==> src/rtl/spi_mc_pkg.sv <==
// spi_mc_pkg: shared types and helpers
// for the multi-slave SPI master.
package spi_mc_pkg;

  localparam int MAX_WIDTH_DEF = 32;
  localparam int LEN_W = $clog2(MAX_WIDTH_DEF + 1);

  typedef enum logic [2:0] {
    ST_IDLE,
    ST_LEAD,
    ST_XFER,
    ST_TRAIL,
    ST_NEXT
  } state_t;

  function automatic int unsigned clamp_len(
    input int unsigned wl,
    input int unsigned maxw
  );
    if (wl == 0) return 1;
    if (wl > maxw) return maxw;
    return wl;
  endfunction

endpackage

==> src/rtl/spi_mc_clkgen.sv <==
// spi_mc_clkgen: half-period strobe generator
// for the multi-slave SPI master.
module spi_mc_clkgen #(
  parameter int DIV_WIDTH = 8
) (
  input  logic                 clk,
  input  logic                 reset_n,
  input  logic                 en,
  input  logic [DIV_WIDTH-1:0] div,
  output logic                 half_tick
);

  logic [DIV_WIDTH-1:0] cnt_q;

  assign half_tick = en && (cnt_q == div);

  always_ff @(posedge clk or negedge reset_n) begin
    if (!reset_n) begin
      cnt_q <= '0;
    end else if (!en || half_tick) begin
      cnt_q <= '0;
    end else begin
      cnt_q <= cnt_q + 1'b1;
    end
  end

endmodule

==> src/rtl/spi_master_mc.sv <==
// spi_master_mc: multi-slave SPI master with
// runtime word length and streaming frames.
module spi_master_mc
  import spi_mc_pkg::*;
#(
  parameter int MAX_WIDTH = MAX_WIDTH_DEF,
  parameter int NUM_SS    = 4,
  parameter int DIV_WIDTH = 8,
  localparam int LW = (MAX_WIDTH == MAX_WIDTH_DEF) ?
                      LEN_W : $clog2(MAX_WIDTH + 1),
  localparam int SW = (NUM_SS > 1) ? $clog2(NUM_SS) : 1
) (
  input  logic                 clk,
  input  logic                 reset_n,
  input  logic                 cpol,
  input  logic                 cpha,
  input  logic                 lsb_first,
  input  logic [LW-1:0]        word_len,
  input  logic [DIV_WIDTH-1:0] clk_div,
  input  logic [SW-1:0]        ss_sel,
  input  logic                 abort,
  input  logic                 tx_valid,
  output logic                 tx_ready,
  input  logic [MAX_WIDTH-1:0] tx_data,
  input  logic                 tx_last,
  output logic                 rx_valid,
  output logic [MAX_WIDTH-1:0] rx_data,
  input  logic                 miso,
  output logic                 sclk,
  output logic                 mosi,
  output logic [NUM_SS-1:0]    ss_n,
  output logic                 busy
);

  localparam int EW = LW + 1;

  state_t state_q, state_d;

  logic                 cpol_q, cpha_q;
  logic                 lsb_q, last_q;
  logic [LW-1:0]        len_q, len_c;
  logic [DIV_WIDTH-1:0] div_q;
  logic [MAX_WIDTH-1:0] tx_q, rx_sr;
  logic [EW-1:0]        edge_q, bit_k, n2;
  logic                 hs, tick, clk_en;
  logic                 last_edge, kill;
  logic [NUM_SS-1:0]    ss_dec;

  function automatic logic [EW-1:0] seq_idx(
    input logic          lsb,
    input logic [LW-1:0] n,
    input logic [EW-1:0] k
  );
    return lsb ? k : EW'(n) - k - EW'(1);
  endfunction

  function automatic logic pick(
    input logic [MAX_WIDTH-1:0] d,
    input logic                 lsb,
    input logic [LW-1:0]        n,
    input logic [EW-1:0]        k
  );
    logic [MAX_WIDTH-1:0] s;
    s = d >> seq_idx(lsb, n, k);
    return s[0];
  endfunction

  assign len_c = LW'(clamp_len(
    {{(32-LW){1'b0}}, word_len}, MAX_WIDTH));

  always_comb begin
    ss_dec = '1;
    for (int i = 0; i < NUM_SS; i++) begin
      if (ss_sel == SW'(i)) ss_dec[i] = 1'b0;
    end
  end

  assign busy     = (state_q != ST_IDLE);
  assign tx_ready = (state_q == ST_IDLE ||
                     state_q == ST_NEXT) && !abort;
  assign hs       = tx_valid && tx_ready;
  assign kill     = abort && busy;
  assign clk_en   = (state_q == ST_LEAD) ||
                    (state_q == ST_XFER) ||
                    (state_q == ST_TRAIL);
  assign bit_k    = edge_q >> 1;
  assign n2       = {len_q, 1'b0};
  assign last_edge = (edge_q == n2 - EW'(1));

  spi_mc_clkgen #(
    .DIV_WIDTH (DIV_WIDTH)
  ) u_clkgen (
    .clk       (clk),
    .reset_n   (reset_n),
    .en        (clk_en),
    .div       (div_q),
    .half_tick (tick)
  );

  always_ff @(posedge clk or negedge reset_n) begin
    if (!reset_n) state_q <= ST_IDLE;
    else          state_q <= state_d;
  end

  always_comb begin
    state_d = state_q;
    unique case (state_q)
      ST_IDLE:  if (hs) state_d = ST_LEAD;
      ST_LEAD:  if (tick) state_d = ST_XFER;
      ST_XFER:  if (tick && last_edge) state_d = ST_TRAIL;
      ST_TRAIL: if (tick) state_d = last_q ? ST_IDLE : ST_NEXT;
      ST_NEXT:  if (hs) state_d = ST_LEAD;
      default:  state_d = ST_IDLE;
    endcase
    if (kill) state_d = ST_IDLE;
  end

  always_ff @(posedge clk or negedge reset_n) begin
    if (!reset_n) begin
      sclk     <= 1'b0;
      mosi     <= 1'b0;
      ss_n     <= '1;
      rx_valid <= 1'b0;
      rx_data  <= '0;
      cpol_q   <= 1'b0;
      cpha_q   <= 1'b0;
      lsb_q    <= 1'b0;
      last_q   <= 1'b0;
      len_q    <= LW'(1);
      div_q    <= '0;
      tx_q     <= '0;
      rx_sr    <= '0;
      edge_q   <= '0;
    end else begin
      rx_valid <= 1'b0;
      if (kill) begin
        sclk <= cpol;
        mosi <= 1'b0;
        ss_n <= '1;
      end else begin
        unique case (state_q)
          ST_IDLE: begin
            sclk <= cpol;
            mosi <= 1'b0;
            ss_n <= '1;
            if (hs) begin
              cpol_q <= cpol;
              cpha_q <= cpha;
              lsb_q  <= lsb_first;
              len_q  <= len_c;
              div_q  <= clk_div;
              tx_q   <= tx_data;
              last_q <= tx_last;
              ss_n   <= ss_dec;
              rx_sr  <= '0;
              edge_q <= '0;
              if (!cpha)
                mosi <= pick(tx_data, lsb_first, len_c, '0);
            end
          end
          ST_LEAD: ;
          ST_XFER: begin
            if (tick) begin
              sclk   <= ~sclk;
              edge_q <= edge_q + 1'b1;
              // Even edge_q is an odd (leading) edge.
              if (edge_q[0] == cpha_q)
                rx_sr <= rx_sr | (MAX_WIDTH'(miso) <<
                         seq_idx(lsb_q, len_q, bit_k));
              else if (!last_edge)
                mosi <= pick(tx_q, lsb_q, len_q,
                             cpha_q ? bit_k : bit_k + 1'b1);
            end
          end
          ST_TRAIL: begin
            if (tick) begin
              rx_valid <= 1'b1;
              rx_data  <= rx_sr;
              if (last_q) ss_n <= '1;
            end
          end
          ST_NEXT: begin
            sclk <= cpol_q;
            if (hs) begin
              tx_q   <= tx_data;
              last_q <= tx_last;
              rx_sr  <= '0;
              edge_q <= '0;
              if (!cpha_q)
                mosi <= pick(tx_data, lsb_q, len_q, '0);
            end
          end
          default: ;
        endcase
      end
    end
  end

endmodule

==> config.mk <==
export PLATFORM = sky130hd
export DESIGN_NAME = spi_master_mc
export DESIGN_NICKNAME = d
export VERILOG_FILES = /design/src/rtl/spi_mc_pkg.sv /design/src/rtl/spi_mc_clkgen.sv /design/src/rtl/spi_master_mc.sv
export SDC_FILE = /design/constraint.sdc
export NUM_CORES = 1
export LEC_CHECK = 0
export CORE_UTILIZATION = 51
export CTS_CLUSTER_DIAMETER = 30
export DETAILED_ROUTE_END_ITERATION = 10
export PLACE_DENSITY_LB_ADDON = 0.12
export SLEW_MARGIN = 10
export SYNTH_ARGS = -nofsm -noshare
export SYNTH_HDL_FRONTEND = slang
export SYNTH_SLANG_ARGS = --single-unit
==> constraint.sdc <==
create_clock -name clk -period 3.6 [get_ports clk]
set_clock_uncertainty 0.15 [all_clocks]
set_input_delay 0.9 -clock clk [delete_from_list [all_inputs] [get_ports clk]]
set_output_delay 0.9 -clock clk [all_outputs]
set_load 0.01 [all_outputs]
## Word level (Yosys, flattened, before mapping)

Index checks and enable logic that the tools add are counted.

| storage, ports and cells | value |
|---|---|
| output and inout port bits | 41 |
| logic and storage cells | 136 |
| register bits after elaboration | 139 |
| input port bits | 57 |

| cells by class | value |
|---|---|
| order comparisons | 1 |
| bitwise gates (word level) | 3 |
| add/sub/neg operators | 10 |
| mux-type cells | 51 |
| shift operators | 4 |
| reductions and logical operators | 28 |
| equal/unequal tests | 23 |

Operators with widths:

| cell | number |
|---|---|
| $mux 32 | 3 |
| $shr 32x7->1 | 3 |
| $pmux 32 s2 | 1 |
| $mux 7 | 7 |
| $or 32x32->32 | 1 |
| $shl 1x7->32 | 1 |
| $ne 3x3->1 const B | 8 |
| $mux 1 | 21 |
| $sub 7x1->7 const B | 3 |
| $mux 3 | 6 |
| $mux 6 | 3 |
| $mux 4 | 4 |
| $pmux 7 s2 | 1 |
| $sub 6x1->7 const B | 2 |
| $pmux 3 s4 | 1 |
| $reduce_and 3->1 | 4 |
| $add 8x1->8 const B | 1 |
| $eq 8x8->1 | 1 |
| $mux 8 | 1 |
| $pmux 4 s2 | 1 |
| $reduce_and 4->1 | 2 |
| $add 6x1->7 const B | 1 |
| $add 7x1->7 const B | 1 |
| $eq 7x7->1 | 1 |
| other kinds (28) | 42 |

## Depth between registers and ports, before layout

| logic depth | value |
|---|---|
| word-level depth | 12 |
| mapped depth | 14 |
| depth with buffers taken out | 12 |

## Hierarchy

From an unflattened synthesis, not the netlist that was laid out.

| second synthesis, totals | value |
|---|---|
| cell total of the unflattened synthesis | 837 |
| area, all modules | 7,872.6 um2 |

By module, submodules not included:

| module | seq. area each (um2) | area an instance (um2) | cells each | times used |
|---|---|---|---|---|
| spi_master_mc | 3,284.4 | 7,372.1 | 791 | 1 |
| spi_mc_clkgen | 200.2 | 500.5 | 46 | 1 |

## Worst setup path after synthesis

Ideal clock, no wire load.

| path | value |
|---|---|
| path type | input to register |
| from | input port word_len[4] |
| to | register mosi |
| buffers on the path | 1 |
| data required time | 3.339 ns |
| setup slack | -0.348 ns |
| arrival | 3.687 ns |
| library setup time | 0.111 ns |
| cell stages on the path | 12 |
| path through | or4_4 -> a21oi_4 -> inv_2 -> ha_1 -> clkbuf_1 -> xnor2_2 -> mux2i_1 -> mux2_4 -> a32o_1 -> a311oi_1 -> nor3b_1 -> a2111oi_2 |

| between the ends | value |
|---|---|
| word-level cells in the longest chain between the ends | 12 |
| elaborated cells on any way between the ends | 16 |
| those cells by class | add/sub (1); order compare (1); shift (1); mux (12); reduce/logical (1) |

RTL lines:

| element | line | text |
|---|---|---|
| start, declared | spi_master_mc.sv:18 | `input logic [LW-1:0] word_len,` |
| $gt 6x6->1 or $logic_not 6->1 (tied branches) | spi_mc_pkg.sv:21, spi_mc_pkg.sv:20 |  |
| $mux 1, on equally long branches | spi_mc_pkg.sv:21, spi_mc_pkg.sv:20 |  |
| $mux 1 or $mux 6 (tied branches) | spi_mc_pkg.sv:21 | `if (wl > maxw) return maxw;` |
| $mux 6 | spi_mc_pkg.sv:22 | `return wl;` |
| $mux 6 * | spi_mc_pkg.sv:21 |  |
| $sub 6x1->7 * | spi_master_mc.sv:54 | `return lsb ? k : EW'(n) - k - EW'(1);` |
| $mux 7 * | spi_master_mc.sv:54 |  |
| $shr 32x7->1 * | spi_master_mc.sv:64 | `s = d >> seq_idx(lsb, n, k);` |
| $mux 1 * | spi_master_mc.sv:157 | `if (!cpha)` |
| $mux 1 * | spi_master_mc.sv:146 | `if (hs) begin` |
| $pmux 1 s3 * | spi_master_mc.sv:141 | `unique case (state_q)` |
| $mux 1 * | spi_master_mc.sv:136 | `if (kill) begin` |
| end signal, assigned | spi_master_mc.sv:158 | `mosi <= pick(tx_data, lsb_first, len_c, '0);` |
| end signal, assigned | spi_master_mc.sv:171 | `mosi <= pick(tx_q, lsb_q, len_q,` |
| end signal, assigned | spi_master_mc.sv:190 | `mosi <= pick(tx_data, lsb_q, len_q, '0);` |
| end, declared | spi_master_mc.sv:30 | `output logic mosi,` |

Mark *: on every way between the ends. The rest lies on a longest branch, timed or not. The select of a mux whose other input is x is not followed.
A chain may end at the register's enable or synchronous reset.

## Worst setup path in the final report

| path | value |
|---|---|
| from | register edge_q[1] |
| to | register mosi |

| between the ends | value |
|---|---|
| word-level cells in the longest chain between the ends | 11 |
| elaborated cells on any way between the ends | 14 |
| those cells by class | add/sub (3); eq/ne (2); shift (1); mux (7); reduce/logical (1) |

RTL lines:

| element | line | text |
|---|---|---|
| start, declared | spi_master_mc.sv:44 | `logic [EW-1:0] edge_q, bit_k, n2;` |
| start signal, assigned | spi_master_mc.sv:165 | `edge_q <= edge_q + 1'b1;` |
| $add 6x1->7 | spi_master_mc.sv:172 | `cpha_q ? bit_k : bit_k + 1'b1);` |
| $mux 7 | spi_master_mc.sv:172 |  |
| $sub 6x7->7 | spi_master_mc.sv:54 |  |
| $sub 7x1->7 | spi_master_mc.sv:54 |  |
| $mux 7 | spi_master_mc.sv:54 |  |
| $shr 32x7->1 | spi_master_mc.sv:64 |  |
| $mux 1 | spi_master_mc.sv:170 | `else if (!last_edge)` |
| $mux 1 | spi_master_mc.sv:167 | `if (edge_q[0] == cpha_q)` |
| $mux 1 | spi_master_mc.sv:163 | `if (tick) begin` |
| $pmux 1 s3 | spi_master_mc.sv:141 |  |
| $mux 1 | spi_master_mc.sv:136 |  |

Parallel ways exist; a longest one is shown, timed or not. The select of a mux whose other input is x is not followed.

==> impl_metrics.ini <==
[sta]
worst_hold_slack_ns = 0.313
worst_slack_ns = -0.113
tightest_slew_ns = 1.16
finalWorstPathRequiredPeriod_ns = 3.71
slew_headroom = 0.223
finalSetupViolCount = 1
fin_crit_sh = 1.03
fmax_ghz = 0.269
final-hold-violation-count = 0
maxSlewViolCount = 0
rsz0062_at_grt = yes

[global_route]
grt_pass1_wl_mm = 34.5
antenna_found_initial = 0
grt_usage = 0.275
grt_max_degree = 67
grt_pass1_vias = 6830
gr-total-overflow = 0

[place]
placedCellCount = 1206
port_buffers = 97
routabilityCongestion = 0.908
dp_hpwl_mm = 14.6

[power_and_ir_drop]
p_comb_frac = 0.299
p_total_mw = 5.10
irDropWorstVdd_uv = 309
p_leak_nw = 4.76
seqPwrFrac = 0.356
p_int_mw = 3.44
clkPwrFrac = 0.345
switching_power_mw = 1.67
p_sw_frac = 0.327
power_density_nw_per_um2 = 510

[run_status]
violations = negative setup slack
outcome = finished with violations

[yosys]
synth_cell_types = 69
ys_ff_latch = 139
syn_area_sq_um = 7870
synth_ff_type = dfrtp_1
synth_fp_nets = 1000
synth_top_cell_by_area = dfrtp_1
synth_warnings = 0
syn_area_per_cell_sq_um = 8.51
synth_edf_count = 0
async_flop_share = 1.00
synthTopCellsByArea = dfrtp_1 (43%), nand2_1 (12%), nor2_1 (3.9%)
syn_inst = 924
seq_area_frac_synth = 0.443
synth_top_area_share = 0.426

[worst_setup_path]
slowest_delay_ns = 0.43
crit_type = reg -> reg
crit_path_max_fanout = 4
cp_data_required_time_ns = 3.76
end_kind = register
r2r_slack_ns = -0.11
r2r_cells = 16
cp.arrival_ns = 3.88
slowest_stage = a2111oi_4
r2r_start = edge_q[1]$_DFFE_PN0P_
cp_common_cell = mux2i_1
reg2reg_to = mosi$_DFFE_PN0P_
path_cells = buf_6 -> xor2_2 -> ha_2 -> inv_1 -> fa_2 -> xor2_2 -> o221ai_2 -> buf_4 -> clkbuf_16 -> buf_6 -> mux2i_1 -> mux2i_1 -> mux2i_1 -> a22oi_1 -> nand4_1 -> a2111oi_4
critPathLaunchType = register

[routing]
num_vias = 7038
drt.antenna.violating_nets = 0
drcViolationCount = 0
drtPass1Iterations = 5
wl_per_cell_um = 16.4
viasPerCell = 5.65
drt_iter0_markers = 556
wirelength_mm = 20.4

[cts]
cts_buffers = 17
worstSkewPairLatency_ns = 0.43
cts_tree = done
clk_path_buf_depth = 2
h-tree-depth = 4
clock_sinks = 139
path_clk_slew_ns = 0.06
hold_buffers = 0
root_buffer = clkbuf_16

[floorplanning]
core_sq_um = 15100
dieHeight_um = 126
die_x_um = 126
ioPinCount = 98
die_area_sq_um = 15900
std_cell_rows = 45
start_util = 0.519

[cells_and_area]
layout-drive-gt1-share = 0.112
fin_cells = 1246
fin_util = 0.660
area_delta_synth_final_pct = 27.1
final_net_count = 1121
fill_cells = 1290
diodes = 0

[job]
cap_violations = 0

[worst_hold_path]
hold_path_end = rx_data[23]$_DFFE_PN0P_
holdPathStages = 2
min_path_type = reg -> reg
hp-start = rx_data[23]$_DFFE_PN0P_
## what timing repair did
action                     in CTS  in global routing
resized for setup               5                  8
setup buffers                   2                  5
hold endpoints to repair        0                  0
pin swaps                       8                  8
setup endpoints to repair       1                  1
cloned                          0                  1
## final cells by class
| type | instances | area (sq um) | share of cell area |
|---|---|---|---|
| Multi-Input combinational cell | 705 | 4140 | 0.414 |
| Tap cell | 188 | 235 | 0.0235 |
| Sequential cell | 139 | 3480 | 0.348 |
| Clock inverter | 13 | 159 | 0.0159 |
| Clock buffer | 19 | 433 | 0.0433 |
| Timing Repair Buffer | 154 | 1450 | 0.145 |
| Inverter | 28 | 105 | 0.0105 |
## registers in the layout, indices dropped and copies added, names as in the netlist, 3 cells and up
register        flops
tx_q               32
div_q               8
edge_q              7
rx_data            32
state_q             3
len_q               6
u_clkgen.cnt_q      8
rx_sr              32
ss_n                4
## logic make-up after synthesis
family,synth area share
simple gates,0.241
compound gates,0.140
flops,0.443
buf+inv,0.0390
xor+xnor,0.0466
mux,0.0588
fa+ha+maj,0.0321
## worst max path at each step
stage                                startpoint          endpoint  cells past startpoint
after floorplan                     word_len[1]  mosi$_DFFE_PN0P_                     12
after global placement              word_len[1]  mosi$_DFFE_PN0P_                     12
after detailed placement            word_len[1]  mosi$_DFFE_PN0P_                     12
after CTS                           word_len[2]  mosi$_DFFE_PN0P_                     12
after global routing      edge_q[1]$_DFFE_PN0P_  mosi$_DFFE_PN0P_                     16
final                     edge_q[1]$_DFFE_PN0P_  mosi$_DFFE_PN0P_                     16
## cells in the final DEF, fill, tap and decap left out, types with 14 or more instances in the layout
cell and instances:
a21oi_1 58, buf_4 51, clkbuf_16 18, clkdlybuf4s50_1 92
dfrtp_1 134, ha_1 15, inv_1 23, mux2i_1 29
nand2_1 254, nand3_1 18, nor2_1 82, nor3_1 14
o21ai_0 26, xnor2_1 16, xor2_1 22
## routing by layer
layer | global-route usage | routed length [um]
met2 | 0.433 | 9490
met5 | 0 | 0
met3 | 0.0497 | 1480
met4 | 0.101 | 363
met1 | 0.379 | 9070
## power by group through the flow
stage               clock network, mW  logic [mW]  registers, mW
floorplan                           0       0.992           1.81
global placement                    0        1.41           1.84
detailed placement                  0        1.43           1.84
CTS                              1.79        1.45           1.81
global route                     1.86        1.68           1.84
finish                           1.76        1.53           1.82
## cell usage after synthesis (5+ instances only)
cell      number
o211ai_1       7
xnor2_1       16
xor2_1        24
nand2_1      254
ha_1          17
nand2b_1       8
a21oi_1       58
nor2_1        82
nor2b_1       11
inv_2          5
mux2i_1       29
buf_2          5
nand4_1        5
inv_1         23
o31ai_1        6
nand3_1       18
nor3_1        14
dfrtp_1      134
dfstp_2        5
clkbuf_1      45
a31oi_1        8
mux2_1         5
nor4_1        13
and3_1         6
a21o_1         5
a211oi_1       6
o22ai_1        6
o21ai_0       26
## metrics by stage
| step | setup slack [ns] | instance area (sq um) | TNS [ns] |
|---|---|---|---|
| global route | -0.231 | 10000 | -0.231 |
| floorplan | -0.0977 | 7910 | -0.0977 |
| detailed placement | -0.466 | 9290 | -0.466 |
| global placement | -0.370 | 9290 | -0.370 |
| CTS | 0.0187 | 9900 | 0 |
| finish | -0.113 | 10000 | -0.113 |
## worst max-delay path, delay by kind of cell, from the launching register on
family          cells  cell delay (ns)
flops               1             0.42
fa+ha+maj           2             0.60
compound gates      3             0.92
buf+inv             5             0.60
mux                 3             0.30
simple gates        1             0.26
xor+xnor            2             0.34
(Power assumes the default switching activity.)
